===== config.mk =====
export PLATFORM = sky130hd
export DESIGN_NAME = frame_pair_diff
export DESIGN_NICKNAME = d
export VERILOG_FILES = /design/src/rtl/frame_pair_diff_pkg.sv /design/src/rtl/frame_pair_diff_ctrl.sv /design/src/rtl/frame_pair_diff.sv
export SDC_FILE = /design/constraint.sdc
export NUM_CORES = 1
export LEC_CHECK = 0
export BUFFER_PORTS_ARGS = -buffer_cell sky130_fd_sc_hd__buf_4
export CAP_MARGIN = 25
export CORE_MARGIN = 4
export CORE_UTILIZATION = 34
export CTS_CLUSTER_DIAMETER = 100
export DETAILED_ROUTE_END_ITERATION = 12
export GPL_TIMING_DRIVEN = 0
export SYNTH_ARGS = -nofsm -noshare
export SYNTH_HDL_FRONTEND = slang
export SYNTH_SLANG_ARGS = --single-unit

===== constraint.sdc =====
create_clock -name clk -period 4.34 [get_ports clk]
set_input_delay 0.868 -clock clk [delete_from_list [all_inputs] [get_ports clk]]
set_output_delay 0.868 -clock clk [all_outputs]
set_load 0.03 [all_outputs]

===== src/rtl/frame_pair_diff_pkg.sv =====
// Shared video definitions for the frame pair differencer: read-back FSM
// encoding, skip-frame range and stage-1 control bundle.
package frame_pair_diff_pkg;

  typedef logic [1:0] fsm_state_t;

  localparam fsm_state_t ST_IDLE  = 2'd0;
  localparam fsm_state_t ST_PRIME = 2'd1;
  localparam fsm_state_t ST_RUN   = 2'd2;

  localparam int SKIP_MIN   = 1;
  localparam int SKIP_MAX   = 15;
  localparam int SKIP_CNT_W = 4;

  // Control bits captured alongside the current pixel so they line up with pix_prev
  typedef struct packed {
    logic clken;
    logic vsync;
    logic hsync;
    logic run;
    logic fend;
  } s1_ctrl_t;

  function automatic int clamp_skip(input int n);
    if (n < SKIP_MIN) begin
      return SKIP_MIN;
    end else if (n > SKIP_MAX) begin
      return SKIP_MAX;
    end else begin
      return n;
    end
  endfunction

endpackage


===== src/rtl/frame_pair_diff_ctrl.sv =====
// Read-back controller: detects frame ends on ivsync and sequences
// IDLE -> PRIME -> RUN once SKIP_FRAMES complete frames are in SDRAM.
module frame_rd_ctrl
  import frame_pair_diff_pkg::*;
#(
  parameter int SKIP_FRAMES = 1
) (
  input  logic clk,
  input  logic resetb,
  input  logic ivsync,
  input  logic sync_clr,
  output logic run,
  output logic frame_end
);

  localparam logic [SKIP_CNT_W-1:0] SKIP_N  = SKIP_CNT_W'(clamp_skip(SKIP_FRAMES));
  localparam logic [SKIP_CNT_W-1:0] CNT_ONE = {{(SKIP_CNT_W-1){1'b0}}, 1'b1};

  fsm_state_t            state_q;
  fsm_state_t            state_d;
  logic [SKIP_CNT_W-1:0] prime_cnt_q;
  logic [SKIP_CNT_W-1:0] prime_cnt_d;
  logic                  ivsync_q;

  assign frame_end = ivsync_q & ~ivsync;
  assign run       = (state_q == ST_RUN);

  // Next-state logic; a restart pulse overrides any coincident frame end
  always_comb begin
    state_d     = state_q;
    prime_cnt_d = prime_cnt_q;
    if (sync_clr) begin
      state_d     = ST_IDLE;
      prime_cnt_d = '0;
    end else begin
      case (state_q)
        ST_IDLE: begin
          if (frame_end) begin
            state_d     = ST_PRIME;
            prime_cnt_d = '0;
          end else begin
            state_d     = ST_IDLE;
          end
        end
        ST_PRIME: begin
          if (frame_end) begin
            if ((prime_cnt_q + CNT_ONE) == SKIP_N) begin
              state_d     = ST_RUN;
              prime_cnt_d = '0;
            end else begin
              state_d     = ST_PRIME;
              prime_cnt_d = prime_cnt_q + CNT_ONE;
            end
          end else begin
            state_d = ST_PRIME;
          end
        end
        ST_RUN: begin
          state_d = ST_RUN;
        end
        default: begin
          state_d     = ST_IDLE;
          prime_cnt_d = '0;
        end
      endcase
    end
  end

  // State, frame count and vsync history registers
  always_ff @(posedge clk or negedge resetb) begin
    if (!resetb) begin
      state_q     <= ST_IDLE;
      prime_cnt_q <= '0;
      ivsync_q    <= 1'b0;
    end else begin
      state_q     <= state_d;
      prime_cnt_q <= prime_cnt_d;
      ivsync_q    <= ivsync;
    end
  end

endmodule


===== src/rtl/frame_pair_diff.sv =====
// Two-stage pixel pair pipeline: pairs the live pixel with its SDRAM copy
// from the previous frame, flags motion and counts moving pixels per frame.
module frame_pair_diff
  import frame_pair_diff_pkg::*;
#(
  parameter int PIX_W       = 8,
  parameter int SKIP_FRAMES = 1,
  parameter int CNT_W       = 19
) (
  input  logic                 clk,
  input  logic                 resetb,
  input  logic                 clken,
  input  logic                 ivsync,
  input  logic                 ihsync,
  input  logic [PIX_W-1:0]     pix_cur,
  input  logic [PIX_W-1:0]     pix_prev,
  input  logic [PIX_W-1:0]     thresh,
  input  logic                 diff_en,
  input  logic                 sync_clr,
  output logic                 oe,
  output logic                 ovsync,
  output logic                 ohsync,
  output logic [2*PIX_W-1:0]   opair,
  output logic [PIX_W-1:0]     odiff,
  output logic                 omotion,
  output logic                 sdr_rd,
  output logic                 sdr_nwr,
  output logic [CNT_W-1:0]     frame_motion,
  output logic                 frame_done
);

  localparam logic [CNT_W-1:0] CNT_MAX = {CNT_W{1'b1}};
  localparam logic [CNT_W-1:0] CNT_ONE = {{(CNT_W-1){1'b0}}, 1'b1};

  logic run_s;
  logic frame_end_s;

  frame_rd_ctrl #(
    .SKIP_FRAMES(SKIP_FRAMES)
  ) u_rd_ctrl (
    .clk       (clk),
    .resetb    (resetb),
    .ivsync    (ivsync),
    .sync_clr  (sync_clr),
    .run       (run_s),
    .frame_end (frame_end_s)
  );

  assign sdr_rd  = run_s & clken;
  assign sdr_nwr = run_s;

  logic [PIX_W-1:0]   s1_pix_q;
  s1_ctrl_t           s1_q;
  s1_ctrl_t           s1_d;

  logic               oe_q, oe_d;
  logic               ovsync_q, ovsync_d;
  logic               ohsync_q, ohsync_d;
  logic [2*PIX_W-1:0] opair_q, opair_d;
  logic [PIX_W-1:0]   odiff_q, odiff_d;
  logic               omotion_q, omotion_d;
  logic [CNT_W-1:0]   mot_cnt_q, mot_cnt_d;
  logic [CNT_W-1:0]   frame_motion_q, frame_motion_d;
  logic               frame_done_q, frame_done_d;

  logic               valid_s;
  logic               gate_s;
  logic [PIX_W-1:0]   diff_s;
  logic [CNT_W-1:0]   cnt_inc_s;

  // Stage-1 control bundle assembly
  always_comb begin
    s1_d       = '0;
    s1_d.clken = clken;
    s1_d.vsync = ivsync;
    s1_d.hsync = ihsync;
    s1_d.run   = run_s;
    s1_d.fend  = frame_end_s;
  end

  // Stage 1: delay the live side by one cycle to meet the SDRAM read data
  always_ff @(posedge clk or negedge resetb) begin
    if (!resetb) begin
      s1_pix_q <= '0;
      s1_q     <= '0;
    end else begin
      s1_pix_q <= pix_cur;
      s1_q     <= s1_d;
    end
  end

  assign valid_s = s1_q.clken & s1_q.vsync & s1_q.hsync;
  assign gate_s  = s1_q.run & diff_en & valid_s;
  assign diff_s  = (s1_pix_q >= pix_prev) ? (s1_pix_q - pix_prev) : (pix_prev - s1_pix_q);

  // Stage-2 next values; the stage-1 frame end is exactly the ovsync fall
  always_comb begin
    oe_d      = valid_s;
    ovsync_d  = s1_q.vsync;
    ohsync_d  = s1_q.hsync;
    opair_d   = s1_q.run ? {s1_pix_q, pix_prev} : '0;
    odiff_d   = gate_s ? diff_s : '0;
    omotion_d = gate_s & (diff_s > thresh);
    cnt_inc_s = (omotion_q && (mot_cnt_q != CNT_MAX)) ? (mot_cnt_q + CNT_ONE) : mot_cnt_q;
    if (s1_q.fend) begin
      frame_motion_d = cnt_inc_s;
      frame_done_d   = 1'b1;
    end else begin
      frame_motion_d = frame_motion_q;
      frame_done_d   = 1'b0;
    end
    mot_cnt_d = (sync_clr || s1_q.fend) ? '0 : cnt_inc_s;
  end

  // Stage 2: registered outputs and per-frame motion accounting
  always_ff @(posedge clk or negedge resetb) begin
    if (!resetb) begin
      oe_q           <= 1'b0;
      ovsync_q       <= 1'b0;
      ohsync_q       <= 1'b0;
      opair_q        <= '0;
      odiff_q        <= '0;
      omotion_q      <= 1'b0;
      mot_cnt_q      <= '0;
      frame_motion_q <= '0;
      frame_done_q   <= 1'b0;
    end else begin
      oe_q           <= oe_d;
      ovsync_q       <= ovsync_d;
      ohsync_q       <= ohsync_d;
      opair_q        <= opair_d;
      odiff_q        <= odiff_d;
      omotion_q      <= omotion_d;
      mot_cnt_q      <= mot_cnt_d;
      frame_motion_q <= frame_motion_d;
      frame_done_q   <= frame_done_d;
    end
  end

  assign oe           = oe_q;
  assign ovsync       = ovsync_q;
  assign ohsync       = ohsync_q;
  assign opair        = opair_q;
  assign odiff        = odiff_q;
  assign omotion      = omotion_q;
  assign frame_motion = frame_motion_q;
  assign frame_done   = frame_done_q;

endmodule


==> metrics.txt, run 1 <==
# TYPE chip_impl_metric gauge
chip_impl_info{name="outcome",value="finished clean"} 1
chip_impl_metric{name="netlist_area",unit="sq mm"} 0.00424
chip_impl_info{name="yosys.area.top_type",value="dfrtp_1"} 1
chip_impl_metric{name="grt_antenna_before_repair",unit=""} 0
chip_impl_metric{name="static-leakage-power",unit="nW"} 2.63
chip_impl_metric{name="route.vias.total",unit=""} 3173
chip_impl_metric{name="grt_pass1_wl",unit="mm"} 16.2
chip_impl_metric{name="finalHoldWorstSlack",unit="ns"} 0.374
chip_impl_metric{name="power_per_cell_area",unit="mW/mm^2"} 371
chip_impl_metric{name="postRouteAntennaNets",unit=""} 0
chip_impl_metric{name="synth_enable_flop_cells",unit=""} 0
chip_impl_info{name="timing_worst_setup_path_type",value="in -> reg"} 1
chip_impl_info{name="yosys.cell_count.top_type",value="dfrtp_1"} 1
chip_impl_metric{name="fp.dieArea",unit="sq mm"} 0.0143
chip_impl_metric{name="core",unit="sq mm"} 0.0121
chip_impl_metric{name="setup_violations",unit=""} 0
chip_impl_metric{name="cts_hold_repair.buffers",unit=""} 0
chip_impl_metric{name="floorplan.die.width",unit="um"} 120
chip_impl_metric{name="preCtsSetupSlack",unit="ns"} 0.375
chip_impl_metric{name="drtPass1Iterations",unit=""} 4
chip_impl_metric{name="met3_track_usage_gr",unit=""} 0.0457
chip_impl_metric{name="port-buffer-count",unit=""} 80
chip_impl_metric{name="std_cell_rows",unit=""} 40
chip_impl_metric{name="finalMaxSlewViolations",unit=""} 0
chip_impl_metric{name="final_period_util",unit=""} 0.826
chip_impl_metric{name="grt_pass1_vias",unit=""} 3225
chip_impl_metric{name="max-slew-margin-rel",unit=""} 0.522
chip_impl_info{name="worstSetupEndpointType",value="flip-flop"} 1
chip_impl_metric{name="synth_warnings",unit=""} 0
chip_impl_metric{name="remaining_overflow_grt",unit=""} 0
chip_impl_metric{name="die_h",unit="um"} 120
chip_impl_metric{name="synth-seq-cells",unit=""} 86
chip_impl_metric{name="final_critical_path_setup_slack",unit="ns"} 0.755
chip_impl_metric{name="ff_latch_area",unit="sq mm"} 0.00215
chip_impl_metric{name="worst_slew_pin_slew",unit="ns"} 0.712
chip_impl_metric{name="vdd.ir_drop.worst",unit="mV"} 0.177
chip_impl_metric{name="num-nets-final",unit=""} 555
chip_impl_metric{name="pin_count_of_the_biggest_net_entering_global_routing",unit=""} 68
chip_impl_metric{name="synth.net_count",unit=""} 463
chip_impl_metric{name="h-tree-depth",unit=""} 3
chip_impl_info{name="yosys_most_used_dff",value="dfrtp_1"} 1
chip_impl_metric{name="syn2layout_area_growth",unit="%"} 27.6
chip_impl_metric{name="final_hold_viol_count",unit=""} 0
chip_impl_metric{name="postCtsResizedCells",unit=""} 0
chip_impl_metric{name="antennaDiodeCount",unit=""} 0
chip_impl_metric{name="combined_area_of_the_multi_input_logic_cells",unit="sq mm"} 0.00190
chip_impl_metric{name="path_clk_slew",unit="ns"} 0.06
chip_impl_metric{name="report.power.total",unit="W"} 0.00201
chip_impl_metric{name="floorplan.io_pins",unit=""} 81
chip_impl_info{name="tritoncts",value="done"} 1
chip_impl_metric{name="fill_cells",unit=""} 1178
chip_impl_info{name="worst_setup_sp_type",value="primary input"} 1
chip_impl_metric{name="via_per_inst",unit=""} 4.74
chip_impl_metric{name="fmaxAchievable",unit="MHz"} 279
chip_impl_metric{name="finalNonFillerCells",unit=""} 669
chip_impl_metric{name="cp.required",unit="ns"} 4.57
chip_impl_metric{name="yosysSeqAreaShare",unit=""} 0.508
chip_impl_metric{name="placed_cells_incl_taps",unit=""} 653
chip_impl_info{name="holdCritPathClass",value="reg -> reg"} 1
chip_impl_metric{name="drt-initial-drc-count",unit=""} 175
chip_impl_metric{name="gr_met1_demand_resource",unit=""} 0.175
chip_impl_metric{name="cts-buffers-inserted",unit=""} 9
chip_impl_metric{name="postSynthAreaPerCell",unit="sq um"} 10.5
chip_impl_metric{name="async_set_reset_flop_share_out_of_synthesis",unit=""} 1.00
chip_impl_metric{name="post_cts_buffers",unit=""} 0
chip_impl_metric{name="peak_fanout_along_the_critical_path",unit=""} 7
chip_impl_info{name="synth.cells.most_frequent",value="86 x dfrtp_1, 45 x nor2_1, 34 x inv_1"} 1
chip_impl_metric{name="insertion_delay",unit="ns"} 0.34
chip_impl_metric{name="worst-endpoint-arrival",unit="ns"} 3.81
chip_impl_metric{name="final_estimated_routing_congestion_in_global_placement",unit=""} 0.898
chip_impl_metric{name="final_layout_size_suffix_gt1_frac",unit=""} 0.218
chip_impl_metric{name="gr-usage-all-layers",unit=""} 0.142
chip_impl_info{name="grt_busiest_layer",value="met2"} 1
chip_impl_metric{name="initial_core_util",unit=""} 0.350
chip_impl_info{name="rsz0062_at_grt",value="no"} 1
chip_impl_metric{name="synth.distinct_cells",unit=""} 50
chip_impl_metric{name="dpl.hpwl",unit="mm"} 7.12
chip_impl_metric{name="clockBufferDepth",unit=""} 2
chip_impl_metric{name="route.detailed.drc",unit=""} 0
chip_impl_metric{name="fin_skew",unit="ns"} 0.00732
chip_impl_metric{name="final_period_minus_worst_setup_slack",unit="ns"} 3.58
chip_impl_metric{name="totalNegativeSetupSlack",unit="ns"} 0
chip_impl_info{name="ys_top_cells_by_area",value="dfrtp_1 51%, ha_1 7.7%, nor2_1 4.0%, a21oi_1 3.9%, mux2i_1 3.8%"} 1
chip_impl_metric{name="cts.sink_count",unit=""} 86
chip_impl_metric{name="netlist.area_leader.share",unit=""} 0.508
chip_impl_metric{name="drt-wirelength-per-cell",unit="um"} 14.0
chip_impl_metric{name="gr-usage-met2",unit=""} 0.233
chip_impl_metric{name="postRouteWirelength",unit="mm"} 9.39
chip_impl_metric{name="syn_inst",unit=""} 404
chip_impl_metric{name="maxCapViolCount",unit=""} 0
chip_impl_info{name="ctsRootBufferMaster",value="clkbuf_16"} 1
## per-layer routing
layer  wire, um  vias to the layer above
li1           -                     1546
met1       4060                     1542
met2       4710                       76
met3        514                        9
met4        110                        0
met5          0                        -
## placed cells by master (no fill, tap or decap), drive strengths merged, types with 6 or more instances in the layout
master   n
nor2    45
ha      26
buf     83
nor3     8
mux2i   16
nand3    9
and2    20
xnor2   18
nand2   21
inv     36
clkbuf  21
dfrtp   86
a21o     6
a21oi   33
nand2b   6
## through the flow
step	cell area [sq um]	util
CTS	5410	0.446
finish	5410	0.446
global route	5410	0.446
floorplan	4240	-
global placement	5050	0.417
detailed placement	5080	0.419
## area by class of cell
class / instances / share of cell area
Buffer: 13 / 0.0113
Sequential cell: 86 / 0.398
Multi-Input combinational cell: 271 / 0.351
Clock buffer: 10 / 0.0442
Clock inverter: 6 / 0.0169
Tap cell: 168 / 0.0389
Inverter: 34 / 0.0236
Timing Repair Buffer: 81 / 0.116
## final timing paths
check                                       from                                    to  slack (ns)  cells after the start
setup / recovery                     pix_prev[0]                     omotion$_DFF_PN0_        0.76                     15
hold reg to reg                s1_q[0]$_DFF_PN0_                  frame_done$_DFF_PN0_        0.37                      0
setup reg to reg           s1_pix_q[0]$_DFF_PN0_                     omotion$_DFF_PN0_        0.92                     15
min in group asynchronous                 resetb          frame_motion[10]$_DFFE_PN0P_        0.40                      1
max in group asynchronous                 resetb  u_rd_ctrl.prime_cnt_q[3]$_DFFE_PN0P_        3.32                      2
hold / removal                 s1_q[0]$_DFF_PN0_                  frame_done$_DFF_PN0_        0.37                      0
## sequential cells by signal, summed over array words and instances, names as in the netlist, 2 cells and up
name	flops
frame_motion	19
mot_cnt_q	19
s1_pix_q	8
s1_q	3
odiff	8
u_rd_ctrl.state_q	2
opair	16
u_rd_ctrl.prime_cnt_q	4
## power breakdown
| part | internal (W) | leakage (nW) | total (W) | switching (W) |
|---|---|---|---|---|
| Sequential | 0.000830 | 1.14 | 0.000847 | 0.0000171 |
| Combinational | 0.000131 | 1.33 | 0.000310 | 0.000179 |
| Clock | 0.000524 | 0.163 | 0.000848 | 0.000324 |
| Total | 0.00148 | 2.63 | 0.00201 | 0.000521 |
## worst max-delay path: stages
cell and delay [ns]:
buf_4 0.09, ha_1 0.16, inv_1 0.06, fa_1 0.38, a21o_1 0.21, a2111oi_4 0.42, o31ai_4 0.19, mux2i_1 0.33
xor2_1 0.18, ha_1 0.26, a21oi_1 0.14, nor2b_1 0.06, o21ai_0 0.15, nand2b_1 0.07, o221a_2 0.24
## cells by family after synthesis
kind of cell	count (synthesis)	synth area share
DFF	86	0.508
buffers and inverters	47	0.0446
AOI/OAI and AO/OA	64	0.101
adders and majority gates	28	0.0862
xor gates and xnor gates	22	0.0455
and+or+nand+nor	139	0.171
muxes	18	0.0440
Power figures use the tool's default switching activity.
==> run 2, diff against run 1 <==
- clock period: 4.34 -> 3.49 ns (I/O delays scaled with it)
==> metrics.txt, run 2 (same netlist as run 1, synthesis figures left out) <==
# TYPE chip_impl_metric gauge
chip_impl_info{name="outcome",value="finished clean"} 1
chip_impl_metric{name="num-nets-final",unit=""} 558
chip_impl_metric{name="maxCapViolCount",unit=""} 0
chip_impl_metric{name="grt_pass1_wl",unit="mm"} 16.2
chip_impl_info{name="tritoncts",value="done"} 1
chip_impl_metric{name="dpl.hpwl",unit="mm"} 7.12
chip_impl_info{name="holdCritPathClass",value="in -> async"} 1
chip_impl_metric{name="drtPass1Iterations",unit=""} 5
chip_impl_metric{name="final_estimated_routing_congestion_in_global_placement",unit=""} 0.898
chip_impl_metric{name="drt-wirelength-per-cell",unit="um"} 14.0
chip_impl_metric{name="final_layout_size_suffix_gt1_frac",unit=""} 0.224
chip_impl_info{name="timing_worst_setup_path_type",value="reg -> reg"} 1
chip_impl_metric{name="power_per_cell_area",unit="mW/mm^2"} 461
chip_impl_metric{name="floorplan.die.width",unit="um"} 120
chip_impl_metric{name="port-buffer-count",unit=""} 80
chip_impl_metric{name="worst-r2r-setup-slack",unit="ns"} 0.16
chip_impl_info{name="crit-reg2reg-capture",value="omotion$_DFF_PN0_"} 1
chip_impl_metric{name="cts.sink_count",unit=""} 86
chip_impl_metric{name="cts-buffers-inserted",unit=""} 9
chip_impl_metric{name="std_cell_rows",unit=""} 40
chip_impl_metric{name="worst-endpoint-arrival",unit="ns"} 3.56
chip_impl_metric{name="cp.required",unit="ns"} 3.72
chip_impl_metric{name="insertion_delay",unit="ns"} 0.34
chip_impl_metric{name="max-slew-margin-rel",unit=""} 0.519
chip_impl_metric{name="path_clk_slew",unit="ns"} 0.07
chip_impl_metric{name="h-tree-depth",unit=""} 3
chip_impl_metric{name="final_period_util",unit=""} 0.955
chip_impl_metric{name="worst_slew_pin_slew",unit="ns"} 0.716
chip_impl_info{name="worst_setup_sp_type",value="flip-flop"} 1
chip_impl_metric{name="report.power.total",unit="W"} 0.00251
chip_impl_info{name="r2r_start",value="s1_pix_q[0]$_DFF_PN0_"} 1
chip_impl_metric{name="die_h",unit="um"} 120
chip_impl_metric{name="remaining_overflow_grt",unit=""} 0
chip_impl_info{name="final_cell_mix",value="86 x dfrtp_1, 84 x buf_4, 45 x nor2_1, 34 x inv_1, 33 x a21oi_1"} 1
chip_impl_metric{name="clockBufferDepth",unit=""} 2
chip_impl_metric{name="postRouteAntennaNets",unit=""} 0
chip_impl_info{name="worstSetupEndpointType",value="flip-flop"} 1
chip_impl_metric{name="route.vias.total",unit=""} 3188
chip_impl_metric{name="fmaxAchievable",unit="MHz"} 300
chip_impl_metric{name="vdd.ir_drop.worst",unit="mV"} 0.220
chip_impl_metric{name="route.detailed.drc",unit=""} 0
chip_impl_metric{name="initial_core_util",unit=""} 0.350
chip_impl_metric{name="via_per_inst",unit=""} 4.74
chip_impl_metric{name="fin_skew",unit="ns"} 0.00860
chip_impl_metric{name="postRouteWirelength",unit="mm"} 9.40
chip_impl_metric{name="antennaDiodeCount",unit=""} 0
chip_impl_metric{name="drt-initial-drc-count",unit=""} 175
chip_impl_metric{name="pin_count_of_the_biggest_net_entering_global_routing",unit=""} 68
chip_impl_metric{name="setup_violations",unit=""} 0
chip_impl_metric{name="peak_fanout_along_the_critical_path",unit=""} 7
chip_impl_info{name="ctsRootBufferMaster",value="clkbuf_16"} 1
chip_impl_metric{name="fill_cells",unit=""} 1176
chip_impl_metric{name="floorplan.io_pins",unit=""} 81
chip_impl_metric{name="core",unit="sq mm"} 0.0121
chip_impl_metric{name="timing.reg2reg.worst_path_depth",unit=""} 14
chip_impl_metric{name="finalMaxSlewViolations",unit=""} 0
chip_impl_info{name="layout.cells.most_common",value="dfrtp_1"} 1
chip_impl_metric{name="grt_pass1_vias",unit=""} 3219
chip_impl_metric{name="fp.dieArea",unit="sq mm"} 0.0143
chip_impl_metric{name="combined_area_of_the_multi_input_logic_cells",unit="sq mm"} 0.00190
chip_impl_metric{name="finalHoldWorstSlack",unit="ns"} 0.229
chip_impl_metric{name="ff_latch_area",unit="sq mm"} 0.00215
chip_impl_metric{name="syn2layout_area_growth",unit="%"} 28.2
chip_impl_metric{name="gr-usage-all-layers",unit=""} 0.142
chip_impl_metric{name="final_period_minus_worst_setup_slack",unit="ns"} 3.33
chip_impl_metric{name="static-leakage-power",unit="nW"} 2.64
chip_impl_metric{name="cts_hold_repair.buffers",unit=""} 0
chip_impl_metric{name="final_hold_viol_count",unit=""} 0
chip_impl_metric{name="grt_antenna_before_repair",unit=""} 0
run 2: cell types whose count changed in the layout (fill, tap and decap cells not counted), sizes merged:
cell	delta
buf	+3
run 2: where the power goes:
part / leakage [nW] / switching, W / total (W) / internal (W)
clock network: 0.163 / 0.000403 / 0.00105 / 0.000651
registers: 1.14 / 0.0000213 / 0.00105 / 0.00103
logic: 1.34 / 0.000227 / 0.000398 / 0.000170
total: 2.64 / 0.000651 / 0.00251 / 0.00185
run 2: what timing repair did:
| item | CTS | global route |
|---|---|---|
| setup buffers | 0 | 3 |
| resized for setup | 0 | 3 |
| setup endpoints to repair | 0 | 1 |
run 2: layout make-up:
type	instances	area share
Buffer	13	0.0113
Clock buffer	10	0.0440
Clock inverter	6	0.0168
Inverter	34	0.0235
Multi-Input combinational cell	271	0.350
Sequential cell	86	0.396
Tap cell	168	0.0387
Timing Repair Buffer	84	0.120
run 2: critical path, cell delays in order (launching register included):
cell and delay (ns):
dfrtp_1 0.40, inv_1 0.06, ha_1 0.16, inv_1 0.06, fa_1 0.38, a21o_1 0.21, a2111oi_4 0.37, o31ai_4 0.19
mux2_4 0.34, ha_1 0.28, nor2b_1 0.14, o21a_1 0.16, o21ai_1 0.12, a21oi_1 0.08, o221a_2 0.26
run 2: worst max path at each step:
stage | cells after the start | start | slack (ns) | to
3_5_place_dp | 15 | pix_prev[0] | -0.31 | omotion$_DFF_PN0_
4_1_cts | 15 | s1_pix_q[0]$_DFF_PN0_ | 0.04 | omotion$_DFF_PN0_
2_1_floorplan | 13 | pix_prev[0] | 0.07 | omotion$_DFF_PN0_
6_report | 14 | s1_pix_q[0]$_DFF_PN0_ | 0.16 | omotion$_DFF_PN0_
5_1_grt | 15 | s1_pix_q[0]$_DFF_PN0_ | -0.007 | omotion$_DFF_PN0_
3_3_place_gp | 15 | pix_prev[0] | -0.23 | omotion$_DFF_PN0_
run 2: per-layer routing:
| layer | track usage | wire length (um) | vias to the layer above |
|---|---|---|---|
| li1 | - | - | 1554 |
| met1 | 0.175 | 4070 | 1558 |
| met2 | 0.234 | 4720 | 64 |
| met3 | 0.0401 | 455 | 12 |
| met4 | 0.0565 | 149 | 0 |
| met5 | 0 | 0 | - |
run 2: stage by stage:
stage	utilization	setup TNS, ns	instances	worst slack, ns	cell area [sq um]
5_1_grt	0.449	-0.00667	672	-0.00667	5430
3_5_place_dp	0.419	-0.305	653	-0.305	5080
4_1_cts	0.446	0	669	0.0400	5410
6_report	0.449	0	672	0.159	5430
2_1_floorplan	-	0	404	0.0671	4240
3_3_place_gp	0.417	-0.233	652	-0.233	5050
